==> src/rtl/seq_pkg.sv <==
// Shared encodings for the serial sequence path: serializer and detector.
package seq_pkg;

    typedef enum logic {
        IDLE  = 1'b0,
        SHIFT = 1'b1
    } seq_state_t;

    localparam int   DEFAULT_WIDTH    = 8;
    localparam logic DEFAULT_IDLE_BIT = 1'b1;

    function automatic int cnt_w(input int w);
        return (w <= 2) ? 1 : $clog2(w);
    endfunction

    localparam int DEFAULT_CNT_W = cnt_w(DEFAULT_WIDTH);

endpackage

==> src/rtl/seq_word_serializer.sv <==
// Parallel-to-serial feeder: valid/ready word in, one registered bit per clock out.
module seq_word_serializer
    import seq_pkg::*;
#(
    parameter int   WIDTH     = DEFAULT_WIDTH,
    parameter bit   MSB_FIRST = 1'b1,
    parameter logic IDLE_BIT  = DEFAULT_IDLE_BIT
) (
    input  logic             clk,
    input  logic             rst,
    input  logic [WIDTH-1:0] data_in,
    input  logic             data_valid,
    output logic             data_ready,
    output logic             ser_out,
    output logic             ser_active,
    output logic             word_done
);

    localparam int             CW   = cnt_w(WIDTH);
    localparam logic [CW-1:0]  LAST = CW'(WIDTH - 1);

    seq_state_t       state;
    logic [CW-1:0]    cnt;
    logic [WIDTH-1:0] sreg;
    logic [WIDTH-1:0] nxt;
    logic             take;

    assign data_ready = !rst && (state == IDLE || cnt == LAST);
    assign take       = data_valid && data_ready;

    // Rotate so the next bit to send always sits at the output end.
    assign nxt = MSB_FIRST ? {sreg[WIDTH-2:0], sreg[WIDTH-1]}
                           : {sreg[0], sreg[WIDTH-1:1]};

    always_ff @(posedge clk) begin
        if (rst) begin
            state      <= IDLE;
            cnt        <= '0;
            ser_out    <= IDLE_BIT;
            ser_active <= 1'b0;
            word_done  <= 1'b0;
        end else if (take) begin
            state      <= SHIFT;
            sreg       <= data_in;
            cnt        <= '0;
            ser_out    <= MSB_FIRST ? data_in[WIDTH-1] : data_in[0];
            ser_active <= 1'b1;
            word_done  <= 1'b0;
        end else if (state == SHIFT && cnt != LAST) begin
            sreg       <= nxt;
            cnt        <= cnt + 1'b1;
            ser_out    <= MSB_FIRST ? nxt[WIDTH-1] : nxt[0];
            word_done  <= (cnt + 1'b1) == LAST;
        end else begin
            state      <= IDLE;
            cnt        <= '0;
            ser_out    <= IDLE_BIT;
            ser_active <= 1'b0;
            word_done  <= 1'b0;
        end
    end

endmodule

==> config.mk <==
export PLATFORM = sky130hd
export DESIGN_NAME = seq_word_serializer
export DESIGN_NICKNAME = d
export VERILOG_FILES = /design/src/rtl/seq_pkg.sv /design/src/rtl/seq_word_serializer.sv
export SDC_FILE = /design/constraint.sdc
export NUM_CORES = 1
export LEC_CHECK = 0
export CELL_PAD_IN_SITES_DETAIL_PLACEMENT = 0
export CELL_PAD_IN_SITES_GLOBAL_PLACEMENT = 1
export CORE_AREA = 2 2 44 46
export CTS_CLUSTER_SIZE = 24
export DETAILED_ROUTE_END_ITERATION = 6
export DIE_AREA = 0 0 46 48
export HOLD_SLACK_MARGIN = 0.12
export PLACE_DENSITY = 0.71
export REMOVE_ABC_BUFFERS = 1
export SYNTH_ARGS = -nofsm -noshare
export SYNTH_HDL_FRONTEND = slang
export SYNTH_SLANG_ARGS = --single-unit
==> constraint.sdc <==
create_clock -name clk -period 4.3 [get_ports clk]
set_input_delay 0.43 -clock clk [delete_from_list [all_inputs] [get_ports clk]]
set_output_delay 0.43 -clock clk [all_outputs]
set_load 0.02 [all_outputs]
==> summary.md <==
| Metric | Value |
|---|---|
| Status | complete, no violations |
| Seq/Total Area, Yosys | between 50% and 60% |
| Fill cells | approximately 160 |
| RD Place Congestion | 0.697 |
| Total GRT Usage | between 10% and 20% |
| Drt first pass iters | 3 |
| IO buf count | 14 |
| Post-DRT Antenna Nets | 0 |
| Leakage power total | around 0.33 nW |
| Most common cell in the netlist | edfxtp_1 |
| Htree depth | 1 |
| Worst setup EP type | primary output |
| Buf+Inv Stages, Crit Path | 1 |
| Count of boundary I/O pins | 15 |
| Post-CTS Setup Bufs | 0 |
| Top routing layer in use | met4 |
| Die Ht | between 40 and 50 µm |
| Clock Skews | 0.00179 ns |
| Routed length per instance | 11.6 µm |
| Warnings, synthesis | 0 |
| Primary FF master, synth | edfxtp_1 |
| PD cells | ~350 nW/µm² |
| Largest net degree at the start of global routing | 9 |
| DRC viols | 0 |
| Core ar. | around 1700 µm² |
| Syn Inst Count | 41 |
| Crit path max fanout | 5 |
| Synth top area share | about two fifths |
| Die width | approximately 46 µm |
| Initial antenna violation count | 0 |
| Routed wire length on met2 | 425 µm |
| Avg Cell Area, Syn | ~15 µm² |
| Worst Path Arrival | roughly 1.9 ns |
| Clock power share | about a third |
| Crit path largest cell delay | about 0.60 ns |
| Worst-margin pin slew | between 0.6 and 0.7 ns |
| DR vias/cell | between 4 and 5 |
| Initial Util | between 30% and 40% |
| Synth cell count leaders | edfxtp_1, dfxtp_1, mux2_2, nor2_1 |
| Worst setup path class | reg -> out |
| Max IR drop VDD | 0.184 mV |
| First-pass GRT wire length | ~1.5 mm |
| Synth area leader | edfxtp_1 |
| RSZ-0062 raised after global routing | no |
| Slowest cell on the critical path | clkdlybuf4s50_1 |
| CP Data Required Time | slightly below 4 ns |
| Crit-path leading delay family | buffers and inverters |
| P_sw | 56.2 µW |
| Post-cts hold buffer count | 0 |
| DP HPWL | about 650 µm |
| Critical Path Most Common Cell | ha_1 |
| Internal Dissipation | between 200 and 250 µW |
| Total of max-cap violations | 0 |
| Max Slew Vio Count | 0 |
| Placement Rows | 15 |
| Detailed Route Iter0 Violations | 8 |
| Final nets | 74 |
| Die area | 2210 µm² |
| Slew HR | between 50% and 60% |
| Synth area leaders | edfxtp_1, dfxtp_1, mux2_2, mux2_4, ha_1 |
| PostCTS Resize Cnt | 0 |
| Global route total overflow | 0 |
| Clock tree from TritonCTS | built |
| Cells along the critical path | ha_1, ha_1, and2b_1, nor2_1, clkdlybuf4s50_1 |
| CTS sink cnt | 14 |
| Via Count | roughly 370 |
| Async S/R FF share, synth | 0% |
| Worst hold path type | reg -> reg |
| Period minus WS final | 2.37 ns |
| Layout area overhead | 32.5% |
| Flops & latches, synth | 14 |
| Clock buffer count from CTS | 3 |
| Met1 wire length | 382 µm |
| Clock Path Buffers | 2 |
| Clock latency on the worst-skew pair | ~0.27 ns |
| Met3 WL post-DR | between 50 and 60 µm |
| Unique masters post-synth | 15 |
| Mapped Area | 608 µm² |
| Fmax | roughly 0.42 GHz |
| Vias in the first global route | between 300 and 400 |
| Final Hold Fails | 0 |
| Crit start category | flip-flop |
| CTS clk-pin slew, worst paths | 0.08 ns |
| Setup TNS | 0 ns |
| Total power | between 200 and 300 µW |
| EDFF count, synth | 8 |
| # setup viols final | 0 |
| Root Buffer | clkbuf_4 |
| Total Wirelength | 884 µm |
| Layout cell share with drive strength beyond 1 | a little under a quarter |
| Switching Fraction | approximately a fifth |
| Sequential Power Share | between 50 and 60% |
| Diode count | 0 |
| Fin crit share | a little under three fifths |
| Combinational share of power | between 10% and 20% |
## per-stage QoR
stage                     utilization, %  hold slack (ns)  setup slack (ns)  area [µm²]  instances
after detailed placement            45.6            0.457              2.22         769         72
after floorplan                        -            0.430              2.57         608         41
final                               47.7            0.466              1.93         806         76
after CTS                           47.7            0.469              1.91         806         76
after global placement              45.6            0.453              2.22         769         72
after global routing                47.7            0.493              1.80         806         76
## state kept, by name (all words and copies together), names as in the netlist
signal	count
sreg	8
word_done	1
ser_out	1
cnt	3
state	1
## final cells by class
type | instances | area (µm²) | area share (%)
Timing Repair Buffer | 14 | 140 | 17.4
Multi-Input combinational cell | 26 | 244 | 30.3
Inverter | 1 | 3.75 | 0.466
Clock buffer | 4 | 36.3 | 4.50
Sequential cell | 14 | 360 | 44.7
Tap cell | 17 | 21.3 | 2.64
## per-layer routing
| layer | track usage (%) | vias up |
|---|---|---|
| met5 | 0 | - |
| met4 | 6.86 | 0 |
| met3 | 5.66 | 5 |
| met2 | 15.8 | 8 |
| li1 | - | 182 |
| met1 | 10.8 | 179 |
## layout by cell type (no fill, tap or decap), drive strengths merged, types with 2 or more instances in the layout
cell type / Yosys / final
ha: 3 / 3
nor3: 2 / 2
edfxtp: 8 / 8
clkdlybuf4s50: 0 / 14
dfxtp: 6 / 6
nor2: 5 / 5
nor3b: 2 / 2
nand2b: 2 / 2
clkbuf: 0 / 4
mux2: 8 / 8
## power groups by stage
stage / Combinational (mW) / Clock (mW) / Sequential [mW]
after floorplan: 0.0177 / 0 / 0.157
after global placement: 0.0354 / 0 / 0.156
after detailed placement: 0.0353 / 0 / 0.156
after CTS: 0.0358 / 0.0944 / 0.153
after global routing: 0.0381 / 0.101 / 0.154
final: 0.0351 / 0.0914 / 0.153
## logic make-up (layout without fill, tap and decap cells)
group                    after synthesis  after routing  share of synthesized area, %
AO/OA/AOI/OAI                          1              1                          1.24
adder cells (fa/ha/maj)                3              3                          6.17
buffers and inverters                  1             19                         0.617
flip-flops                            14             14                          59.3
multiplexers                           8              8                          16.7
AND/OR/NAND/NOR                       14             14                          16.1
## path summary, 6_finish.rpt
path	cells past startpoint	start	end	slack, ns
setup reg to reg	5	cnt[0]	sreg[2]	2.37
setup / recovery	5	cnt[0]	data_ready	1.93
hold / removal	1	cnt[0]	cnt[0]	0.47
hold reg to reg	1	cnt[0]	cnt[0]	0.47
Note: power is estimated with default switching activity, not from simulation.
